## config.mk

```make
export PLATFORM = sky130hd
export DESIGN_NAME = pattern_loader
export DESIGN_NICKNAME = d
export VERILOG_FILES = /design/src/rtl/pattern_loader.sv
export SDC_FILE = /design/constraint.sdc
export NUM_CORES = 1
export LEC_CHECK = 0
export BUFFER_PORTS_ARGS = -buffer_cell sky130_fd_sc_hd__buf_2
export CORE_ASPECT_RATIO = 0.8
export CORE_UTILIZATION = 30
export CTS_BUF_LIST = sky130_fd_sc_hd__clkbuf_16
export CTS_CLUSTER_DIAMETER = 100
export DETAILED_ROUTE_END_ITERATION = 10
export PLACE_DENSITY = 0.52
export SETUP_SLACK_MARGIN = 0.02
export SLEW_MARGIN = 20
export SYNTH_ARGS = -nofsm -noshare
export SYNTH_HDL_FRONTEND = slang
export SYNTH_SLANG_ARGS = --single-unit
```

## constraint.sdc

```tcl
create_clock -name clk -period 6.45 [get_ports clk]
set_input_delay 0.9675 -clock clk [delete_from_list [all_inputs] [get_ports clk]]
set_output_delay 0.9675 -clock clk [all_outputs]
set_load 0.05 [all_outputs]
```

## src/rtl/pattern_loader.sv

```systemverilog
// Byte-stream command parser feeding the serial output stage: double-buffered
// output/frequency pattern loads, start/stop/mode control and busy tracking.
module pattern_loader #(
  parameter int DATA_BIT       = 32,
  parameter int TIMEOUT_CYCLES = 100000
) (
  input  logic                clk,
  input  logic                rst,
  input  logic [7:0]          i_rx_data,
  input  logic                i_rx_done_tick,
  input  logic                i_done_tick,
  output logic [DATA_BIT-1:0] o_output_pattern,
  output logic [DATA_BIT-1:0] o_freq_pattern,
  output logic                o_mode,
  output logic                o_start,
  output logic                o_stop,
  output logic                o_busy,
  output logic                o_cmd_err,
  output logic                o_timeout
);

  localparam int NBYTES = DATA_BIT / 8;
  localparam int CW     = $clog2(NBYTES) + 1;
  localparam int TW     = $clog2(TIMEOUT_CYCLES);

  typedef enum logic {S_CMD, S_DATA} state_t;

  state_t              state_q, state_d;
  logic [DATA_BIT-1:0] shadow_q, shadow_d;
  logic [CW-1:0]       cnt_q, cnt_d;
  logic [TW-1:0]       timer_q, timer_d;
  logic                tgt_q, tgt_d;
  logic [DATA_BIT-1:0] out_pat_q, out_pat_d;
  logic [DATA_BIT-1:0] freq_pat_q, freq_pat_d;
  logic                mode_q, mode_d;
  logic                start_q, start_d;
  logic                stop_q, stop_d;
  logic                busy_q, busy_d;
  logic                err_q, err_d;
  logic                tout_q, tout_d;

  logic                is_load, last_byte, expire, busy_eff;
  logic [DATA_BIT-1:0] shifted;

  assign is_load   = (i_rx_data == 8'h01) || (i_rx_data == 8'h02);
  assign last_byte = i_rx_done_tick && (cnt_q == CW'(NBYTES - 1));
  assign expire    = !i_rx_done_tick && (timer_q == TW'(TIMEOUT_CYCLES - 1));
  // A one-shot finishing this cycle frees the stage for a start in the same cycle.
  assign busy_eff  = busy_q && !(i_done_tick && !mode_q);
  assign shifted   = {i_rx_data, shadow_q[DATA_BIT-1:8]};

  always_ff @(posedge clk or posedge rst) begin
    if (rst) begin
      state_q    <= S_CMD;
      shadow_q   <= '0;
      cnt_q      <= '0;
      timer_q    <= '0;
      tgt_q      <= 1'b0;
      out_pat_q  <= '0;
      freq_pat_q <= '0;
      mode_q     <= 1'b0;
      start_q    <= 1'b0;
      stop_q     <= 1'b0;
      busy_q     <= 1'b0;
      err_q      <= 1'b0;
      tout_q     <= 1'b0;
    end else begin
      state_q    <= state_d;
      shadow_q   <= shadow_d;
      cnt_q      <= cnt_d;
      timer_q    <= timer_d;
      tgt_q      <= tgt_d;
      out_pat_q  <= out_pat_d;
      freq_pat_q <= freq_pat_d;
      mode_q     <= mode_d;
      start_q    <= start_d;
      stop_q     <= stop_d;
      busy_q     <= busy_d;
      err_q      <= err_d;
      tout_q     <= tout_d;
    end
  end

  always_comb begin
    state_d = state_q;
    case (state_q)
      S_CMD:   if (i_rx_done_tick && is_load) state_d = S_DATA;
      S_DATA:  if (last_byte || expire)       state_d = S_CMD;
      default: state_d = S_CMD;
    endcase
  end

  always_comb begin
    shadow_d   = shadow_q;
    cnt_d      = cnt_q;
    timer_d    = timer_q;
    tgt_d      = tgt_q;
    out_pat_d  = out_pat_q;
    freq_pat_d = freq_pat_q;
    mode_d     = mode_q;
    start_d    = 1'b0;
    stop_d     = 1'b0;
    busy_d     = busy_eff;
    err_d      = 1'b0;
    tout_d     = 1'b0;
    case (state_q)
      S_CMD: begin
        if (i_rx_done_tick) begin
          case (i_rx_data)
            8'h01, 8'h02: begin
              tgt_d    = i_rx_data[1];
              cnt_d    = '0;
              timer_d  = '0;
              shadow_d = '0;
            end
            8'h03, 8'h04: begin
              if (busy_eff) begin
                err_d = 1'b1;
              end else begin
                start_d = 1'b1;
                mode_d  = i_rx_data[2];
                busy_d  = 1'b1;
              end
            end
            8'h05: begin
              stop_d = 1'b1;
              busy_d = 1'b0;
            end
            default: err_d = 1'b1;
          endcase
        end
      end
      S_DATA: begin
        if (i_rx_done_tick) begin
          shadow_d = shifted;
          cnt_d    = cnt_q + 1'b1;
          timer_d  = '0;
          if (last_byte) begin
            if (tgt_q) freq_pat_d = shifted;
            else       out_pat_d  = shifted;
          end
        end else if (expire) begin
          shadow_d = '0;
          timer_d  = '0;
          tout_d   = 1'b1;
        end else begin
          timer_d = timer_q + 1'b1;
        end
      end
      default: ;
    endcase
  end

  assign o_output_pattern = out_pat_q;
  assign o_freq_pattern   = freq_pat_q;
  assign o_mode           = mode_q;
  assign o_start          = start_q;
  assign o_stop           = stop_q;
  assign o_busy           = busy_q;
  assign o_cmd_err        = err_q;
  assign o_timeout        = tout_q;

endmodule
```

==> results of run 1 <==
-- worst register-to-register path, stage by stage, from the launching register on --
cell	delay (ps)
dfrtp_1	470
and2_1	840
nand3_2	920
mux2_2	590
-- report_power, final --
group	total, uW	internal, uW	switching [uW]
registers	901	814	87.4
logic	264	95.4	168
clock network	1030	714	319
-- routing by layer --
metal / share of wire, % / GRT usage, % / vias up
met1: 51 / 21.53 / 1652
met4: 1.3 / 4.659 / 0
li1: - / - / 1496
met3: 6.6 / 5.186 / 10
met5: 0 / 0 / -
met2: 41 / 20.13 / 107
-- stage by stage --
stage / hold slack (ps) / power [uW] / std cells / area (um^2)
after global routing: 516.0 / 2298 / 668 / 6002
after floorplan: 449.8 / 1095 / 363 / 4761
after detailed placement: 488.0 / 1179 / 637 / 5356
final: 497.0 / 2197 / 668 / 6002
after CTS: 500.4 / 2220 / 668 / 6000
after global placement: 463.7 / 1167 / 637 / 5356
-- logic make-up (layout without fill, tap and decap cells) --
family / count (synthesis) / after routing / share of synthesized area, %
flip-flops: 116 / 116 / 60.97
AO/OA/AOI/OAI: 75 / 75 / 11.14
AND/OR/NAND/NOR: 74 / 74 / 8.673
multiplexers: 66 / 66 / 15.53
buffers and inverters: 28 / 123 / 2.707
adder cells (fa/ha/maj): 3 / 3 / 0.7885
XOR/XNOR: 1 / 1 / 0.1840
-- synthesized netlist by cell type, types with 2 or more instances --
cell type  instances
nor2b_1            4
and4_1             2
inv_1              9
nand2_1           20
a31oi_1            6
a21oi_1           12
o21ai_1            3
buf_6              2
o21ai_0           11
nor3_1             5
o21a_1             3
clkbuf_1          14
nand3_1            9
mux2i_1            3
mux2_2            62
buf_4              2
a21o_1             5
nor2_1            11
a22o_1            26
ha_1               3
and3_1             3
nand4_1            3
dfrtp_1          116
or3_1              5
-- layout by cell type, fill, tap and decap left out, drive strengths merged, types with 2 or more instances in the layout --
cell,synthesis,final
dfrtp,116,116
buf,5,83
mux2,63,63
a22o,26,26
nand2,21,21
clkbuf,14,17
o21ai,14,14
a21oi,12,12
inv,9,11
nor2,11,11
nand3,9,9
a31oi,6,6
bufinv,0,6
or3,5,5
a21o,5,5
nor3,5,5
clkinv,0,5
nor2b,4,4
nand4,3,3
mux2i,3,3
and3,3,3
o21a,3,3
ha,3,3
nor4,3,3
and4,2,2
or4,2,2
-- state kept, by name (all words and copies together) (netlist names), 3 cells and up --
| register | cells |
|---|---|
| timer_q | 17 |
| o_output_pattern | 32 |
| shadow_q | 24 |
| cnt_q | 3 |
| o_freq_pattern | 32 |
-- worst max path at each step --
stage | end | slack [ps]
2_1_floorplan | cnt_q[0]$_DFFE_PP0P_ | 2410
3_3_place_gp | o_freq_pattern[12]$_DFFE_PP0P_ | 2900
3_5_place_dp | o_freq_pattern[14]$_DFFE_PP0P_ | 2820
4_1_cts | o_freq_pattern[19]$_DFFE_PP0P_ | 3270
5_1_grt | o_freq_pattern[21]$_DFFE_PP0P_ | 3020
6_report | o_freq_pattern[14]$_DFFE_PP0P_ | 3290
-- layout make-up --
cell class	count	area, um^2
Clock buffer	17	425.4
Clock inverter	14	217.7
Fill cell	1472	9263
Inverter	9	36.28
Multi-Input combinational cell	219	1737
Sequential cell	116	2903
Tap cell	210	262.8
Timing Repair Buffer	83	420.4
==> impl_metrics.csv, run 1 <==
group,metric,value,unit
floorplan,std_cell_rows,40,
cells_and_area,n_antenna_cell,0,
grt,gr-total-overflow,0,
sta,tns,0,ps
yosys,synthArstFlopShare,100.0,%
sta,maxSlewViolCount,0,
worst_setup_path,worstRegToRegCells,3,
worst_setup_path,r2r_slack,3510,ps
cts,cts_buffer_depth,2,
detailed_routing,viasPerCell,4.888,
yosys,synth_warnings,0,
power_and_ir_drop,ir_drop,0.0001896,V
worst_setup_path,worst_setup_path_start_kind,"input port",
detailed_routing,ant_nets,0,
hold_path,min_path_cells,1,
worst_setup_path,reg2reg_from,"state_q$_DFF_PP0_",
worst_setup_path,path_max_fanout,33,
sta,finalHoldViolCount,0,
worst_setup_path,slowest_delay,920,ps
worst_setup_path,critPathKind,"in -> reg",
placed_design,port-buffer-count,81,
sta,max_freq,316.8,MHz
job,maxCapViolations,0,
yosys,synth_nets,378,
detailed_routing,drt-pass1-iter-count,4,
detailed_routing,totalWireLength,11040,um
run_status,status,"finished, final reports clean",
grt,grt_pass1_wl,18240,um
worst_setup_path,crit_cells,4,
detailed_routing,vias,3265,
yosys,synth.area.top_cells,"dfrtp_1 61%, mux2_2 15%, a22o_1 4.8%",
cells_and_area,fin_util,39.32,%
power_and_ir_drop,powerDensity,366.1,nW/um^2
sta,period_share,48.95,%
detailed_routing,drcViolationCount,0,
cts,path_clk_slew,50,ps
worst_setup_path,crit_chain,"buf_2 -> and2_1 -> nand3_2 -> mux2_2",
worst_setup_path,critPathTopFamily,"simple AND/OR/NAND/NOR gates",
cts,cts-resized-gates,0,
placed_design,dpl.hpwl,7260,um
sta,period_minus_slack,3157,ps
sta,setup_viol,0,
floorplan,initial_core_util,31.19,%
placed_design,gp_congestion,0.8187,
grt,grtUsageTotal,14.76,%
detailed_routing,drt-wirelength-per-cell,16.52,um
yosys,synth_top_area_share,60.97,%
sta,fin_ws,3293,ps
yosys,synthFlopType,"dfrtp_1",
worst_setup_path,cp-startpoint,"i_rx_done_tick",
floorplan,io_pins,82,
cts,htree_levels,4,
cts,clock-sinks,116,
cells_and_area,area_growth,26.07,%
yosys,yosys.area.top_type,"dfrtp_1",
yosys,synth.cell_area,4761,um^2
sta,skew,7.217,ps
worst_setup_path,critPathCaptureType,"register",
detailed_routing,drt-initial-drc-count,235,
yosys,syn_avg_cell_area,13.12,um^2
cts,cts_tree,"built",
hold_path,hold_start,"o_output_pattern[11]$_DFFE_PP0P_",
yosys,synth_edf_count,0,
hold_path,min_path_type,"reg -> reg",
floorplan,dieHeight,114.7,um
worst_setup_path,cp.required,6730,ps
sta,slew_headroom,32.18,%
yosys,synth_cell_types,48,
cts,holdBufCountCts,0,
sta,tightest_slew,1017,ps
cts,root_buffer,"clkbuf_16",
cells_and_area,nets,461,
yosys,synthCells,363,
worst_setup_path,r2r-end,"o_freq_pattern[14]$_DFFE_PP0P_",
hold_path,hold-path-endpoint,"o_output_pattern[11]$_DFFE_PP0P_",
cts,worstSkewPairLatency,400,ps
grt,grt_max_degree,64,
yosys,ys_ff_latch,116,
cells_and_area,layout-drive-gt1-share,39.08,%
grt,antenna_found_initial,0,
power_and_ir_drop,p_leak,0.003110,uW
floorplan,die_w,142.8,um
yosys,yosysSeqAreaShare,60.97,%
floorplan,core_area,15260,um^2
worst_setup_path,slowest_stage,"nand3_2",
worst_setup_path,cp_num_buf_inv,1,
placed_design,preCtsSetupSlack,2820,ps
cts,post_cts_buffers,0,
grt,grt_pass1_vias,3355,
floorplan,design.die.area,16380,um^2
sta,rsz0062_at_grt,"false",
worst_setup_path,crit_arrival,3440,ps
cts,numCtsBuffers,17,
(Power assumes the default switching activity.)
==> inputs of run 2 (changes only) <==
--- a/config.mk
+++ b/config.mk
@@ -5,13 +5,14 @@
 export SDC_FILE = /design/constraint.sdc
 export NUM_CORES = 1
 export LEC_CHECK = 0
+export ABC_AREA = 1
 export BUFFER_PORTS_ARGS = -buffer_cell sky130_fd_sc_hd__buf_2
 export CORE_ASPECT_RATIO = 0.8
 export CORE_UTILIZATION = 30
 export CTS_BUF_LIST = sky130_fd_sc_hd__clkbuf_16
 export CTS_CLUSTER_DIAMETER = 100
 export DETAILED_ROUTE_END_ITERATION = 10
-export PLACE_DENSITY = 0.52
+export PLACE_DENSITY = 0.54
 export SETUP_SLACK_MARGIN = 0.02
 export SLEW_MARGIN = 20
 export SYNTH_ARGS = -nofsm -noshare
==> constraint.sdc (replaced) <==
create_clock -name clk -period 2.9 [get_ports clk]
set_input_delay 0.435 -clock clk [delete_from_list [all_inputs] [get_ports clk]]
set_output_delay 0.435 -clock clk [all_outputs]
set_load 0.05 [all_outputs]
==> run 2 against run 1 <==
Against the previous run:
- core utilization fell by 0.72 points
- combinational power rose to 2.8 times the previous value
- highest routed layer unchanged
- critical path depth rose by 3
- largest power group unchanged
- critical endpoint is now o_output_pattern[0]$_DFFE_PP0P_
- synthesized cell count rose by 50%
- sequential cell count did not move
==> impl_metrics.csv, run 2 <==
group,metric,value,unit
cts,worstSkewPairLatency,410,ps
yosys,synth_nets,558,
yosys,synth.cell_area,4867,um^2
placed_design,preCtsSetupSlack,961.6,ps
placed_design,port-buffer-count,81,
worst_setup_path,cp.required,3170,ps
sta,fin_ws,959.2,ps
detailed_routing,drt-initial-drc-count,286,
yosys,synthFlopType,"dfrtp_1",
sta,tns,0,ps
sta,period_minus_slack,1941,ps
grt,grt_pass1_vias,3675,
job,maxCapViolations,0,
yosys,yosysSeqAreaShare,59.64,%
cells_and_area,area_growth,25.30,%
grt,grt_pass1_wl,18650,um
floorplan,die_w,144.4,um
cts,htree_levels,4,
cts,cts_tree,"built",
grt,grt_max_degree,58,
cells_and_area,n_antenna_cell,0,
yosys,ys_ff_latch,116,
floorplan,core_area,15800,um^2
floorplan,initial_core_util,30.80,%
grt,gr-total-overflow,0,
cts,numCtsBuffers,17,
cts,post_cts_buffers,0,
yosys,synth_top_area_share,59.64,%
detailed_routing,totalWireLength,11380,um
cts,clock-sinks,116,
cells_and_area,seq_area,2903,um^2
grt,antenna_found_initial,0,
worst_setup_path,critPathCaptureType,"register",
cells_and_area,layout_commonest_cell,"nand2_1",
cells_and_area,layout-drive-gt1-share,22.36,%
worst_setup_path,crit_arrival,2210,ps
placed_design,dpl.hpwl,8072,um
detailed_routing,drt-wirelength-per-cell,13.25,um
hold_path,min_path_type,"in -> async",
power_and_ir_drop,p_leak,0.003110,uW
placed_design,gp_congestion,0.8491,
sta,slew_headroom,52.14,%
placed_design,dpl-instance-area,5504,um^2
cells_and_area,final_cell_mix,"187 x nand2_1, 116 x dfrtp_1, 81 x buf_2",
sta,period_share,66.92,%
power_and_ir_drop,ir_drop,0.0004331,V
yosys,yosys-top-cells-count,"187 x nand2_1, 116 x dfrtp_1, 69 x o21ai_0",
sta,setup_viol,0,
floorplan,io_pins,82,
detailed_routing,vias,3844,
yosys,synth_cell_types,28,
detailed_routing,drcViolationCount,0,
cts,holdBufCountCts,0,
cts,path_clk_slew,60,ps
cells_and_area,fin_util,38.60,%
run_status,status,"finished, final reports clean",
worst_setup_path,path_max_fanout,48,
worst_setup_path,critPathKind,"reg -> reg",
cells_and_area,multiInputGateArea,1653,um^2
cells_and_area,nets,646,
yosys,synth_edf_count,0,
sta,skew,11.54,ps
detailed_routing,drt-pass1-iter-count,4,
cells_and_area,final_area,6098,um^2
floorplan,dieHeight,115.9,um
sta,max_freq,515.3,MHz
yosys,synth_warnings,0,
detailed_routing,viasPerCell,4.475,
yosys,yosys.area.top_type,"dfrtp_1",
cts,cts_buffer_depth,2,
yosys,synthCells,543,
power_and_ir_drop,powerDensity,787.6,nW/um^2
cts,cts-resized-gates,0,
yosys,synth.most_common_cell,"nand2_1",
sta,tightest_slew,713.5,ps
worst_setup_path,worstRegToRegCells,7,
grt,grtUsageTotal,14.86,%
floorplan,std_cell_rows,41,
yosys,syn_avg_cell_area,8.963,um^2
sta,maxSlewViolCount,0,
yosys,synthArstFlopShare,100.0,%
yosys,synth.area.top_cells,"dfrtp_1 60%, nand2_1 14%, o21ai_0 7.1%",
floorplan,design.die.area,16740,um^2
sta,rsz0062_at_grt,"false",
worst_setup_path,worst_setup_path_start_kind,"register",
cts,root_buffer,"clkbuf_16",
detailed_routing,ant_nets,0,
sta,finalHoldViolCount,0,
cells_and_area,num-fill-cells,1622,
run 2: worst paths after layout:
kind,from,end,slack (ps)
setup / recovery,cnt_q[0]$_DFFE_PP0P_,o_output_pattern[0]$_DFFE_PP0P_,960
hold / removal,rst,timer_q[16]$_DFFE_PP0P_,20
setup reg to reg,cnt_q[0]$_DFFE_PP0P_,o_output_pattern[0]$_DFFE_PP0P_,960
hold reg to reg,shadow_q[11]$_DFFE_PP0P_,shadow_q[11]$_DFFE_PP0P_,470
max in group asynchronous,rst,shadow_q[31]$_DFFE_PP0P_,2230
min in group clk,i_rx_data[5],shadow_q[29]$_DFFE_PP0P_,240
run 2: layout make-up:
cell class              count  area share, %
inverters                  56          3.549
repair buffers             87          7.591
clock buffers              17          6.976
flip-flops and latches    116          47.60
well taps                 215          4.411
multi-input cells         353          27.10
clock inverters            15          2.770
run 2: power by group:
group	leakage (uW)	internal [uW]	switching, uW
clock	0.000290	1290	791
sequential	0.00160	1820	169
combinational	0.00122	189	546
run 2: metal layers:
layer  vias to the layer above  global-route usage (%)  routed length [um]  share of wire, %
li1                       1914                       -                   -                 -
met1                      1836                   20.89                5757                51
met2                        86                   21.51                5015                44
met3                         8                   5.413                 510               4.5
met4                         0                   3.860                 100              0.88
met5                         -                       0                   0                 0
run 2: per-stage QoR:
stage          hold WS (ps)  cells  total power (uW)
2_1_floorplan         441.9    543              2541
3_3_place_gp          460.2    827              2736
5_1_grt               30.64    859              5078
6_report              21.48    859              4803
4_1_cts               16.12    859              4870
3_5_place_dp          459.2    827              2763
run 2: logic make-up after synthesis:
| kind of cell | Yosys count | synth area share [%] |
|---|---|---|
| DFF | 116 | 59.64 |
| buffers and inverters | 74 | 6.401 |
| xor gates and xnor gates | 4 | 0.7197 |
| AOI/OAI and AO/OA | 88 | 9.434 |
| and+or+nand+nor | 258 | 23.03 |
| adders and majority gates | 3 | 0.7713 |
run 2: worst max-delay path, stage by stage (launching register included):
cell and delay [ps]:
dfrtp_1 400, ha_1 210, ha_1 210, inv_1 100, nor2_4 50, nand2_2 220
buf_4 450, o21ai_0 140
